### src/rtl/mos_diag_collect_if.sv
// Stream bundle between the matrix-multiply engine and the diagonal collector.
//   in_valid/in_data                  : anti-diagonal sum stream (engine -> collector)
//   out_valid/out_data/out_last/out_err : report stream (collector -> consumer)
// The slave modport belongs to the collector. The master modport belongs to
// whatever sits around it: it drives the input stream and sees the report.
interface mos_diag_collect_if #(
  parameter int DW = 40
);
  logic          in_valid;
  logic [DW-1:0] in_data;
  logic          out_valid;
  logic [DW-1:0] out_data;
  logic          out_last;
  logic          out_err;

  modport master (
    output in_valid, in_data,
    input  out_valid, out_data, out_last, out_err
  );

  modport slave (
    input  in_valid, in_data,
    output out_valid, out_data, out_last, out_err
  );
endinterface

### src/rtl/mos_diag_collect.sv
// Collects one anti-diagonal burst from the matrix-multiply engine. The burst
// is 7 beats for a 4x4 matrix and 15 beats for an 8x8. The block buffers the
// burst and sums it. After the burst it reports the saturated sum, then the
// buffered beats newest-first.
//   clk, rst_n : clock, async active-low reset
//   io.in_*    : burst input (contiguous in_valid run)
//   io.out_*   : registered report stream; out_err marks malformed bursts
module mos_diag_collect #(
  parameter int DW    = 40,
  parameter int DEPTH = 15,
  parameter int AW    = 44
) (
  input  logic                 clk,
  input  logic                 rst_n,
  mos_diag_collect_if.slave    io
);
  localparam int CW = $clog2(DEPTH + 1);

  typedef enum logic [1:0] {IDLE, COLLECT, DRAIN} state_t;

  state_t                   state, state_nx;
  logic [DEPTH-1:0][DW-1:0] mem;
  logic [CW-1:0]            cnt, rd, wr_idx;
  logic signed [AW-1:0]     acc, ext;
  logic                     ovf, full, wr_en, err_nx;
  logic [DW-1:0]            sat_acc;
  logic                     o_valid, o_last, o_err;
  logic [DW-1:0]            o_data;

  assign ext    = {{(AW-DW){io.in_data[DW-1]}}, io.in_data};
  assign full   = (cnt == CW'(DEPTH));
  assign err_nx = ovf | ((cnt != CW'(7)) & (cnt != CW'(15)));

  // The sum fits in DW bits only when every bit above the DW sign bit
  // repeats that sign bit. Otherwise clamp toward the sign of the sum.
  always_comb begin
    sat_acc = acc[DW-1:0];
    if (acc[AW-1:DW-1] != {(AW-DW+1){acc[AW-1]}})
      sat_acc = acc[AW-1] ? {1'b1, {(DW-1){1'b0}}} : {1'b0, {(DW-1){1'b1}}};
  end

  // The first beat of a burst is accepted in IDLE. It lands in entry 0 even
  // when cnt still holds the length of the previous burst.
  assign wr_en  = io.in_valid & ((state == IDLE) | ((state == COLLECT) & ~full));
  assign wr_idx = (state == IDLE) ? '0 : cnt;

  always_ff @(posedge clk)
    if (wr_en) mem[wr_idx] <= io.in_data;

  always_ff @(posedge clk or negedge rst_n)
    if (!rst_n) state <= IDLE;
    else        state <= state_nx;

  always_comb begin
    state_nx = state;
    case (state)
      IDLE:    if (io.in_valid)  state_nx = COLLECT;
      COLLECT: if (!io.in_valid) state_nx = DRAIN;
      DRAIN:   if (rd == '0)     state_nx = IDLE;
      default: state_nx = IDLE;
    endcase
  end

  always_ff @(posedge clk or negedge rst_n) begin
    if (!rst_n) begin
      cnt     <= '0;
      rd      <= '0;
      acc     <= '0;
      ovf     <= 1'b0;
      o_valid <= 1'b0;
      o_data  <= '0;
      o_last  <= 1'b0;
      o_err   <= 1'b0;
    end else begin
      case (state)
        IDLE: begin
          o_valid <= 1'b0;
          o_data  <= '0;
          o_last  <= 1'b0;
          o_err   <= 1'b0;
          if (io.in_valid) begin
            cnt <= CW'(1);
            acc <= ext;
            ovf <= 1'b0;
          end
        end
        COLLECT: begin
          if (io.in_valid) begin
            if (!full) begin
              cnt <= cnt + CW'(1);
              acc <= acc + ext;
            end else begin
              ovf <= 1'b1;
            end
          end else begin
            // The burst has ended. Present the sum first. The error flag
            // latched here stays on every beat of this report.
            o_valid <= 1'b1;
            o_data  <= sat_acc;
            o_last  <= 1'b0;
            o_err   <= err_nx;
            rd      <= cnt - CW'(1);
          end
        end
        DRAIN: begin
          // Input beats arriving now are ignored.
          o_valid <= 1'b1;
          o_data  <= mem[rd];
          o_last  <= (rd == '0);
          if (rd != '0) rd <= rd - CW'(1);
        end
        default: ;
      endcase
    end
  end

  assign io.out_valid = o_valid;
  assign io.out_data  = o_data;
  assign io.out_last  = o_last;
  assign io.out_err   = o_err;
endmodule

### src/flat_wrapper.sv
// flat-port wrapper written by rule: the top's interface ports become plain ports
module mos_diag_collect_flat 
#(
  parameter int DW    = 40,
  parameter int DEPTH = 15,
  parameter int AW    = 44
)
  (clk, rst_n, io_in_valid, io_in_data, io_out_valid, io_out_data, io_out_last, io_out_err);
  mos_diag_collect_if #(.DW(DW)) io_i ();
  input  logic clk;
  input  logic rst_n;
  input wire logic [$bits(io_i.in_valid)-1:0] io_in_valid;
  input wire logic [$bits(io_i.in_data)-1:0] io_in_data;
  output wire logic [$bits(io_i.out_valid)-1:0] io_out_valid;
  output wire logic [$bits(io_i.out_data)-1:0] io_out_data;
  output wire logic [$bits(io_i.out_last)-1:0] io_out_last;
  output wire logic [$bits(io_i.out_err)-1:0] io_out_err;
  assign io_i.in_valid = io_in_valid;
  assign io_i.in_data = io_in_data;
  assign io_out_valid = io_i.out_valid;
  assign io_out_data = io_i.out_data;
  assign io_out_last = io_i.out_last;
  assign io_out_err = io_i.out_err;
  mos_diag_collect #(.DW(DW), .DEPTH(DEPTH), .AW(AW)) u_core (.clk(clk), .rst_n(rst_n), .io(io_i));
endmodule
### config.mk
export PLATFORM = sky130hd
export DESIGN_NAME = mos_diag_collect_flat
export DESIGN_NICKNAME = d
export VERILOG_FILES = /design/src/rtl/mos_diag_collect_if.sv /design/src/rtl/mos_diag_collect.sv /design/src/flat_wrapper.sv
export SDC_FILE = /design/constraint.sdc
export NUM_CORES = 1
export LEC_CHECK = 0
export CAP_MARGIN = 20
export CORE_ASPECT_RATIO = 0.9
export CORE_MARGIN = 5
export CORE_UTILIZATION = 51
export CTS_CLUSTER_DIAMETER = 100
export DETAILED_ROUTE_END_ITERATION = 16
export GPL_ROUTABILITY_DRIVEN = 0
export PLACE_DENSITY = 0.75
export SLEW_MARGIN = 5
export SYNTH_ARGS = -nofsm -noshare
export SYNTH_HDL_FRONTEND = slang
export SYNTH_SLANG_ARGS = --single-unit
export TNS_END_PERCENT = 100
### constraint.sdc
create_clock -name clk -period 7.95 [get_ports clk]
set_input_delay 1.59 -clock clk [delete_from_list [all_inputs] [get_ports clk]]
set_output_delay 1.59 -clock clk [all_outputs]
set_load 0.05 [all_outputs]
Word level (Yosys, flattened, before mapping):

Index checks and enable logic that the tools add are counted.

* $add $sub $neg: 4
* magnitude comparators: 3
* equal/unequal tests: 13
* multiplexer cells: 35
* bitwise logic cells: 6
* reduce and logical (&&, ||, !) cells: 13

Operators with widths (number)
* $bwmux 600: 1
* $mux 40: 5
* $bmux 40 s4: 1
* $demux 40 s4: 1
* $mux 44: 3
* $pmux 40 s3: 1
* $pmux 44 s2: 1
* $add 44x40->44: 1
* $mux 4: 6
* $pmux 4 s2: 2
* $lt 4x5->1 const B: 2
* $ne 2x2->1 const B: 4
* $reduce_and 4->1: 2
* $sub 4x1->4 const B: 2
* $mux 1: 6
* $mux 2: 3
* $ne 2x1->1 const B: 3
* $pmux 1 s3: 2
* $pmux 2 s3: 1
* $reduce_and 3->1: 2
* $add 4x1->4 const B: 1
* $eq 4x4->1 const B: 1
* $ge 4x1->1 const B: 1
* $logic_not 4->1: 1
* 15 further kinds: 21

* flip-flop bits (word level): 698
* bits of input ports: 43
* output and inout bits: 43
* logic and storage cells: 98

Logic depth before layout (Yosys ltp):

* word-level depth: 7
* depth in mapped cells: 12
* mapped depth without buffers: 12

Worst setup path after synthesis:

OpenSTA, ideal clock, no wires.

* kind: input port to flip-flop
* from: input io_in_valid
* to: register u_core.mem[100] (netlist name) (enable)
* library setup time: 0.487 ns
* arrival: 5.466 ns
* required time: 7.463 ns
* setup slack: 1.997 ns
* stages: 7
* path buffers: 2
* cells stage by stage: clkbuf_1 -> nand2_1 -> a31o_2 -> clkbuf_1 -> nor2_1 -> nand3b_1 -> nor3_1

* word-level cells in the longest chain between the ends: 1

Ends and longest elaborated chain
* start: declaration: RTL line flat_wrapper.sv:12 `input wire logic [$bits(io_i.in_valid)-1:0] io_in_valid;`
* $and 1x1->1: RTL line mos_diag_collect.sv:44 `assign wr_en = io.in_valid & ((state == IDLE) | ((state == COLLECT) & ~full));`
* end signal: indexed assignment: RTL line mos_diag_collect.sv:48 `if (wr_en) mem[wr_idx] <= io.in_data;`
* end: declaration: RTL line mos_diag_collect.sv:22 `logic [DEPTH-1:0][DW-1:0] mem;`

No other way between the ends.
A chain may end at the register's enable or synchronous reset.

Worst setup path after layout:

* from: input io_in_data[0]
* to: register u_core.acc[38]

* word-level cells in the longest chain between the ends: 4

Ends and longest elaborated chain
* start: declaration: RTL line flat_wrapper.sv:13 `input wire logic [$bits(io_i.in_data)-1:0] io_in_data;`
* $add 44x40->44: RTL line mos_diag_collect.sv:91 `acc <= acc + ext;`
* $mux 44: RTL line mos_diag_collect.sv:89 `if (!full) begin`
* $mux 44: RTL line mos_diag_collect.sv:88 `if (io.in_valid) begin`
* $pmux 44 s2: RTL line mos_diag_collect.sv:75 `case (state)`
* end signal: assignment: RTL line mos_diag_collect.sv:83 `acc <= ext;`
* end signal: assignment: RTL line mos_diag_collect.sv:91
* end: declaration: RTL line mos_diag_collect.sv:24 `logic signed [AW-1:0] acc, ext;`

No other way between the ends. The select of a mux whose other input is x is not followed.

==> metrics.txt <==
Resize count post-CTS 0; die area 0.0637 sq mm; total routed wirelength 74.6 mm; Initial DRC Count 2261; worst-margin pin slew 1120 ps; Vias/cell 6.36; yosys warns 0; count leader, synth edfxtp_1; Reg2Reg Setup Slack 3950 ps; number of synthesized flops with an enable pin 600; # fillers 4343; Post-Layout Inst Area 0.0341 sq mm; TritonRoute pass-1 iters 5; worst hold start u_core.io.out_data[2]$_DFFE_PN0P_; initial core utilization 51.4%; H-tree levels 3; Port Buffers 85; Net Switching 0.00441 W; Clock Skew 32.7 ps; final setup TNS 0 ps; power share of the clock group 27.0%; Yosys top cell by area edfxtp_1; syn_nets 2154; clk sinks 698; Worst EP required 8490 ps; hold depth 2; Slew Viols, Final 0; leading cell types by count after synthesis edfxtp_1, a21oi_1, o21ai_0; All-Layer GR Usage 23.2%; Final Cycle Share 63.4%; initial antenna violation count 1; worst-skew pair later-pin latency 620 ps; post-detailed-route count of antenna-violating nets 0; Root Buffer clkbuf_16; Hold Buf Count CTS 0; share of power burned in registers 37.1%; postcts setup bufs 0; die height 240 um; Int Pwr 0.00787 W; CP startpoint kind input pin; P&R area growth vs syn 13.9%; Final Hold Fails 0; Multi-input gate area 0.00909 sq mm; Mean Syn Cell Area 14.5 sq um; Reg area 0.0205 sq mm; clk slew on worst S/H paths 70 ps; CTS Buffer Depth 3; status completed; wire length per cell 25.2 um; min cycle time layout 5040 ps; Mapped Area 0.0300 sq mm; CTS Buf Count 72; pin count of the biggest net entering global routing 87; # diodes 0; Max-slew headroom 25.1%; Register-to-Register Path Depth 7; via count 18800; Synth Instances 2061; Worst R2R End u_core.io.out_data[25]$_DFFE_PN0P_; share of cells above drive strength 1 12.7%; fin nets 2221; Fmax achieved 198 MHz; gr busiest metal met2; largest cells by area after synthesis edfxtp_1, dfrtp_1, mux4_2; CP Class in -> reg; data arrival time of the critical path 5580 ps; first-pass GRT wire length 113 mm; Crit. End Element register; endpoints failing setup 0; met1 usage 31.7%; grt met3 use 4.00%; Yosys reg bits 698; CORE AREA 0.0583 sq mm; placed inst area 0.0318 sq mm; max-cap viol count 0; pwr dens 360 mW/mm^2; Post-synth ARST share 14.0%; leakage power 11.5 nW; Die Wd 266 um; Sw Ratio 35.9%; row count 84; worst reg2reg startpoint u_core.rd[0]$_DFFE_PN0P_; Tightest Hold Check Type reg -> reg; post-DP HPWL 43.6 mm; share of the synthesized area in the top cell type 60.1%; crit-path max FO 17; Hold Crit Endpoint u_core.io.out_data[2]$_DFFE_PN0P_; vias in the first global route 18800; drt drc 0; unrepaired setup endpoints after global routing false; combinational group share of total power 35.9%; Cell variety after synth 66; Synth Flop Type edfxtp_1; CTS tree done; sequential-to-total area share from yosys stat 68.3%; met2 Track Usage GR 37.7%; worst vdd ir 0.000223 V; GRT overflow 0; Ports 86
-- worst max-delay path, cell delays in order --
cell	delay, ps
clkdlybuf4s50_1	830
ha_1	270
inv_1	70
fa_1	390
and2b_1	250
o211ai_1	200
a2111oi_4	360
nor2_2	140
a2111oi_4	380
nor2_1	170
o31ai_2	410
mux2_1	370
a21oi_1	140
-- final cells by class --
| cell class | instances | share of cell area, % |
|---|---|---|
| clock buffer | 99 | 5.97 |
| clock inverter | 35 | 0.872 |
| inverter | 19 | 0.209 |
| multi-input combinational | 1210 | 26.6 |
| sequential | 698 | 60.0 |
| tap | 774 | 2.84 |
| timing repair buffer | 127 | 3.53 |
-- power groups by stage --
stage          Combinational (W)  Clock (W)  Sequential (W)
2_1_floorplan            0.00306          0         0.00461
3_3_place_gp             0.00422          0         0.00460
3_5_place_dp             0.00436          0         0.00462
4_1_cts                  0.00439    0.00337         0.00455
5_1_grt                  0.00478    0.00351         0.00458
6_report                 0.00441    0.00332         0.00455
-- worst max path at each step --
| stage | start | end | slack, ps |
|---|---|---|---|
| 3_3_place_gp | io_in_data[0] | u_core.acc[38]$_DFFE_PN0P_ | 2430 |
| 6_report | io_in_data[0] | u_core.acc[38]$_DFFE_PN0P_ | 2910 |
| 5_1_grt | io_in_data[0] | u_core.acc[38]$_DFFE_PN0P_ | 2730 |
| 4_1_cts | io_in_data[0] | u_core.acc[38]$_DFFE_PN0P_ | 3010 |
| 2_1_floorplan | io_in_valid | u_core.mem[100]$_DFFE_PP_ | 2000 |
| 3_5_place_dp | io_in_data[0] | u_core.acc[38]$_DFFE_PN0P_ | 2380 |
-- cell usage in the layout (no fill, tap or decap), drive strengths merged, types with 19 or more instances in the layout --
| cell type | n |
|---|---|
| ha | 49 |
| nand2 | 161 |
| a221oi | 42 |
| and3 | 19 |
| edfxtp | 600 |
| xnor2 | 20 |
| a21o | 26 |
| dfrtp | 98 |
| mux4 | 80 |
| a22oi | 40 |
| clkdlybuf4s50 | 84 |
| clkinv | 22 |
| o211ai | 46 |
| mux2i | 64 |
| nand3 | 22 |
| clkbuf | 99 |
| o21ai | 187 |
| a21oi | 202 |
| a2bb2oi | 39 |
| inv | 23 |
| nor2 | 82 |
| buf | 43 |
-- per-stage QoR --
stage | worst slack, ps | util, % | instances | power (W) | hold WS [ps]
after CTS | 3010 | 58.5 | 2962 | 0.0123 | 483
after detailed placement | 2380 | 54.5 | 2828 | 0.00897 | 470
after global placement | 2430 | 54.4 | 2826 | 0.00882 | 459
after floorplan | 2000 | - | 2061 | 0.00766 | 465
after global routing | 2730 | 58.5 | 2962 | 0.0129 | 508
final | 2910 | 58.5 | 2962 | 0.0123 | 477
-- registers in the layout, indices dropped and copies added, names as in the netlist --
| signal | count |
|---|---|
| u_core.acc | 44 |
| u_core.cnt | 4 |
| u_core.io.out_data | 40 |
| u_core.io.out_err | 1 |
| u_core.io.out_last | 1 |
| u_core.io.out_valid | 1 |
| u_core.mem | 600 |
| u_core.ovf | 1 |
| u_core.rd | 4 |
| u_core.state | 2 |
-- cell families after synthesis --
kind of cell	after synthesis	synth area share, %
mux	147	8.26
flops	698	68.3
simple gates	354	5.32
buf+inv	153	1.93
xor+xnor	32	0.935
fa+ha+maj	50	2.11
compound gates	627	13.2
-- layer usage --
metal | vias to the layer above | wire [um]
met1 | 9487 | 30000
met5 | - | 0
li1 | 8249 | -
met4 | 0 | 3040
met2 | 895 | 35600
met3 | 193 | 6010
No activity file was read; power rests on OpenSTA's default activity.
